==> config.mk <==
export PLATFORM = sky130hd
export DESIGN_NAME = ft_tx_arbiter
export DESIGN_NICKNAME = d
export VERILOG_FILES = /design/src/rtl/ft_tx_arbiter.sv
export SDC_FILE = /design/constraint.sdc
export NUM_CORES = 1
export LEC_CHECK = 0
export BUFFER_PORTS_ARGS = -buffer_cell sky130_fd_sc_hd__clkbuf_2
export CORE_ASPECT_RATIO = 1.75
export CORE_MARGIN = 5
export CORE_UTILIZATION = 54
export DETAILED_ROUTE_END_ITERATION = 12
export PLACE_DENSITY = 0.81
export SLEW_MARGIN = 20
export SYNTH_ARGS = -nofsm -noshare
export SYNTH_HDL_FRONTEND = slang
export SYNTH_SLANG_ARGS = --single-unit
==> constraint.sdc <==
create_clock -name clk -period 2.8 [get_ports clk]
set_clock_uncertainty 0.15 [all_clocks]
set_input_delay 0.28 -clock clk [delete_from_list [all_inputs] [get_ports clk]]
set_output_delay 0.28 -clock clk [all_outputs]
set_load 0.02 [all_outputs]
==> src/rtl/ft_tx_arbiter.sv <==
// Round-robin arbiter sharing one 16-bit FIFO write port between N_SRC stream producers.
// Each grant emits a header word {4'hA, 2'b00, id, seq} followed by BURST_LEN payload words.
module ft_tx_arbiter #(
   parameter int N_SRC     = 2,
   parameter int BURST_LEN = 16
) (
   input  logic                 clk,
   input  logic                 rst,
   input  logic                 enable,
   input  logic [N_SRC-1:0]     src_req,
   input  logic [N_SRC-1:0]     src_valid,
   input  logic [16*N_SRC-1:0]  src_data,
   output logic [N_SRC-1:0]     src_ready,
   output logic                 tx_en,
   output logic [15:0]          tx_data,
   input  logic                 tx_full,
   output logic                 busy,
   output logic [N_SRC-1:0]     grant,
   output logic [15:0]          pkt_count
);

   localparam int        IW       = 2;
   localparam logic [7:0] LAST_WORD = 8'(BURST_LEN - 1);

   typedef enum logic [1:0] {IDLE, HEADER, DATA} state_t;

   state_t            state_q, state_d;
   logic [N_SRC-1:0]  grant_q, grant_d;
   logic [IW-1:0]     gidx_q, gidx_d;
   logic [IW-1:0]     last_q, last_d;
   logic [7:0]        wcnt_q, wcnt_d;
   logic [7:0]        seq_q [4];
   logic [7:0]        seq_d [4];
   logic [15:0]       pkt_q, pkt_d;
   logic              busy_q, busy_d;
   logic [15:0]       txd_q, txd_d;

   logic [15:0]       sel_data;
   logic              sel_valid;
   logic [IW-1:0]     rr_idx, idx_hi, idx_lo;
   logic              found_hi;
   logic [15:0]       word;

   // Payload mux of the granted source
   always_comb begin
      sel_data  = '0;
      sel_valid = 1'b0;
      for (int i = 0; i < N_SRC; i++) begin
         if (grant_q[i]) begin
            sel_data  = src_data[16*i +: 16];
            sel_valid = src_valid[i];
         end
      end
   end

   // Rotating priority: lowest requester above last_q, else lowest requester overall
   always_comb begin
      idx_hi   = '0;
      idx_lo   = '0;
      found_hi = 1'b0;
      for (int i = N_SRC - 1; i >= 0; i--) begin
         if (src_req[i]) begin
            idx_lo = IW'(i);
            if (IW'(i) > last_q) begin
               idx_hi   = IW'(i);
               found_hi = 1'b1;
            end
         end
      end
      rr_idx = found_hi ? idx_hi : idx_lo;
   end

   always_comb begin
      state_d   = state_q;
      grant_d   = grant_q;
      gidx_d    = gidx_q;
      last_d    = last_q;
      wcnt_d    = wcnt_q;
      seq_d     = seq_q;
      pkt_d     = pkt_q;
      busy_d    = busy_q;
      tx_en     = 1'b0;
      src_ready = '0;
      word      = '0;

      case (state_q)
         IDLE: begin
            if (enable && (|src_req)) begin
               state_d = HEADER;
               gidx_d  = rr_idx;
               grant_d = N_SRC'(1) << rr_idx;
               busy_d  = 1'b1;
            end
         end
         HEADER: begin
            word  = {4'hA, 2'b00, gidx_q, seq_q[gidx_q]};
            tx_en = ~tx_full;
            if (tx_en) begin
               wcnt_d  = '0;
               state_d = DATA;
            end
         end
         DATA: begin
            word      = sel_data;
            src_ready = grant_q & {N_SRC{~tx_full}};
            tx_en     = sel_valid & ~tx_full;
            if (tx_en) begin
               if (wcnt_q == LAST_WORD) begin
                  state_d        = IDLE;
                  grant_d        = '0;
                  busy_d         = 1'b0;
                  seq_d[gidx_q]  = seq_q[gidx_q] + 8'd1;
                  pkt_d          = pkt_q + 16'd1;
                  last_d         = gidx_q;
               end else begin
                  wcnt_d = wcnt_q + 8'd1;
               end
            end
         end
         default: begin
            state_d = IDLE;
            grant_d = '0;
            busy_d  = 1'b0;
         end
      endcase

      // Bus holds the last written word while idle or stalled
      txd_d   = tx_en ? word : txd_q;
      tx_data = txd_d;
   end

   always_ff @(posedge clk or posedge rst) begin
      if (rst) begin
         state_q <= IDLE;
         grant_q <= '0;
         gidx_q  <= '0;
         last_q  <= IW'(N_SRC - 1);
         wcnt_q  <= '0;
         for (int i = 0; i < 4; i++) seq_q[i] <= '0;
         pkt_q   <= '0;
         busy_q  <= 1'b0;
         txd_q   <= '0;
      end else begin
         state_q <= state_d;
         grant_q <= grant_d;
         gidx_q  <= gidx_d;
         last_q  <= last_d;
         wcnt_q  <= wcnt_d;
         seq_q   <= seq_d;
         pkt_q   <= pkt_d;
         busy_q  <= busy_d;
         txd_q   <= txd_d;
      end
   end

   assign busy      = busy_q;
   assign grant     = grant_q;
   assign pkt_count = pkt_q;

endmodule

==> out/results.txt <==
H-tree Lvls - 3
Worst Path Required - 2370 ps
Total Routed Length - 8410 um
core area - 5880 sq um
status - finished clean
ys async rst share - 100%
WL/cell - 17.5 um
Clock Root Buffer - clkbuf_8
Yosys cell types - 44
fin. max-slew vios - 0
setup bufs post-CTS - 0
share of the synthesized area in the top cell type - 47.7%
final period utilization - 96.0%
vias in the first global route - 2,783
total negative slack - 0 ps
multi-input logic area - 1600 sq um
Post-DRT Antenna Nets - 0
Peak VDD IR - 0.780 mV
I/O Buffers - 77
initial antenna violation count - 0
cell row count - 37
Post-Synthesis Cells - 313
router iterations before antenna repair - 4
unrepaired setup endpoints after global routing - no
CTS sink count - 63
Die W - 68.7 um
CTS Buffer Depth - 2
Power, Total - 3140 uW
Die ar. - 7730 sq um
Starting Density - 55.3%
share of cells above drive strength 1 - 32.6%
fin util - 68.0%
Power Density - 786 nW/um^2
clock-pin slew on the worst setup and hold paths - 70 ps
Worst setup EP type - output port
leak pwr - 0.00195 uW
first-pass GRT wire length - 13,200 um
Layout area overhead - 23.0%
DR iter-0 viols - 130
Hold Crit Class - primary input to flop
total gr overflow - 0
register area share after synthesis - 48.5%
Cell Area, Placed - 3750 sq um
Synthesis Warnings - 0
synthesized area per cell - 10.4 sq um
CP Class - flop to output port
Post-Syn Area - 3250 sq um
minimum clock period - 2690 ps
Post-DP HPWL - 6340 um
Worst slew margin - 55.3%
final instance area - 4000 sq um
FF+latch count, synth - 63
top post-synthesis cells by area - dfrtp_1 (48%), nand2_1 (6.0%), a22o_1 (5.1%)
ANT cells - 0
setup ws final - 111 ps
Die H - 113 um
Filler Cell Count - 480
Place WS - 151 ps
CTS tree - built
Startpoint Class - flop
CP max FO - 16
clk_lat worst skew - 340 ps
fmax - 372 MHz
Setup Viol. Count Final - 0
crit path DAT - 2260 ps
# DRC - 0
Total GRT Usage - 22.9%
Net Count, Synth - 359
number of synthesized flops with an enable pin - 0
total CTS buffers - 9
nets - 443
post-synth top area cell - dfrtp_1
final hold viol count - 0
Slew @ Worst Pin - 671 ps
RD Place Congestion - 0.938
register area - 1580 sq um
largest net degree at the start of global routing - 34
Max Cap Violations - 0
Main synth FF type - dfrtp_1
total number of vias - 2,682
I/O pin cnt - 78
via-per-instance ratio - 5.59
what timing repair did:
| action | CTS | global route |
|---|---|---|
| endpoints found under the setup margin | 16 | 16 |
| hold buffers | 1 | 0 |
| gates resized for setup | 1 | 1 |
| gates cloned | 0 | 1 |
| hold endpoints to repair | 21 | 0 |
| pin swaps | 0 | 1 |
critical path, stage by stage (launching register included):
cell      delay, ps
dfrtp_1         390
inv_1           110
ha_1            180
nor2b_1         430
o21ai_2         290
o21ai_0         290
clkbuf_2        220
stage by stage:
| step | hold slack, ps | std cells |
|---|---|---|
| 2_1_floorplan | 286 | 313 |
| 3_3_place_gp | 154 | 462 |
| 3_5_place_dp | 160 | 462 |
| 4_1_cts | 64.1 | 479 |
| 5_1_grt | 86.0 | 480 |
| 6_report | 71.7 | 480 |
final cells by class:
type | count | share of cell area, %
multi-input cells | 227 | 39.9
flip-flops and latches | 63 | 39.5
repair buffers | 89 | 12.0
clock buffers | 11 | 3.54
well taps | 78 | 2.44
clock inverters | 5 | 2.03
inverters | 7 | 0.657
routing by layer:
layer	global-route usage (%)	part of all wire, %	vias to the layer above	wire length [um]
met2	38.1	52	98	4390
met1	26.4	38	1271	3220
met5	0	0	-	0
li1	-	-	1285	-
met4	11.3	3.6	0	301
met3	5.81	5.9	28	493
sequential cells by signal, summed over array words and instances, names as in the netlist:
name and cells:
seq_q 16, pkt_count 16, grant 2, txd_q 16, gidx_q 1, last_q 1, wcnt_q 8, state_q 2
busy 1
synth_stat cells, drive strengths merged (3+ instances only):
master and count:
nor2b 6, and3 4, nand2 53, xor2 6, mux2 13, nand3 13
dfrtp 62, inv 7, ha 6, a22o 19, nand2b 3, a22oi 8
xnor2 20, nand4 5, clkbuf 15, o21ai 27, a21oi 8, nor2 6
mux2i 5
cells by family (layout without fill, tap and decap cells):
group / Yosys count / in the layout / synth area share, %
XOR/XNOR: 26 / 26 / 7.23
buffers and inverters: 24 / 112 / 3.12
AO/OA/AOI/OAI: 76 / 77 / 17.0
adder cells (fa/ha/maj): 6 / 6 / 2.31
AND/OR/NAND/NOR: 100 / 100 / 15.8
multiplexers: 18 / 18 / 6.04
flip-flops: 63 / 63 / 48.5
power breakdown:
part / internal, uW / switching (uW)
Combinational: 433 / 675
Sequential: 1050 / 111
Clock: 525 / 348
worst paths after layout:
check	cells after the start	start	slack (ps)	to
min in group asynchronous	3	rst	340	txd_q[6]$_DFF_PP0_
worst max-delay path	6	state_q[1]$_DFFE_PP0P_	110	tx_data[12]
worst min register to register	1	seq_q[23]$_DFFE_PP0P_	320	seq_q[23]$_DFFE_PP0P_
worst max register to register	5	wcnt_q[4]$_DFFE_PP0P_	300	grant[0]$_DFFE_PP0P_
max in group asynchronous	4	rst	1460	last_q[0]$_DFFE_PP1P_
worst min-delay path	2	enable	70	gidx_q[0]$_DFFE_PP0P_
placed cells by master (no fill, tap or decap), types with 2 or more instances in the layout:
| cell | count |
|---|---|
| a211o_1 | 2 |
| a21boi_0 | 2 |
| a21oi_1 | 7 |
| a22o_1 | 19 |
| a22oi_1 | 8 |
| and3_1 | 4 |
| and4_1 | 2 |
| buf_4 | 11 |
| bufinv_16 | 2 |
| clkbuf_2 | 77 |
| clkbuf_8 | 10 |
| dfrtp_1 | 62 |
| ha_1 | 6 |
| inv_1 | 6 |
| mux2_2 | 13 |
| mux2i_1 | 5 |
| nand2_1 | 52 |
| nand2b_1 | 3 |
| nand3_1 | 9 |
| nand3_2 | 4 |
| nand3b_1 | 2 |
| nand4_1 | 4 |
| nor2_1 | 6 |
| nor2b_1 | 6 |
| nor3_1 | 2 |
| o211ai_1 | 2 |
| o21ai_0 | 26 |
| o31ai_1 | 2 |
| xnor2_1 | 19 |
| xor2_1 | 6 |
Power figures use the tool's default switching activity.
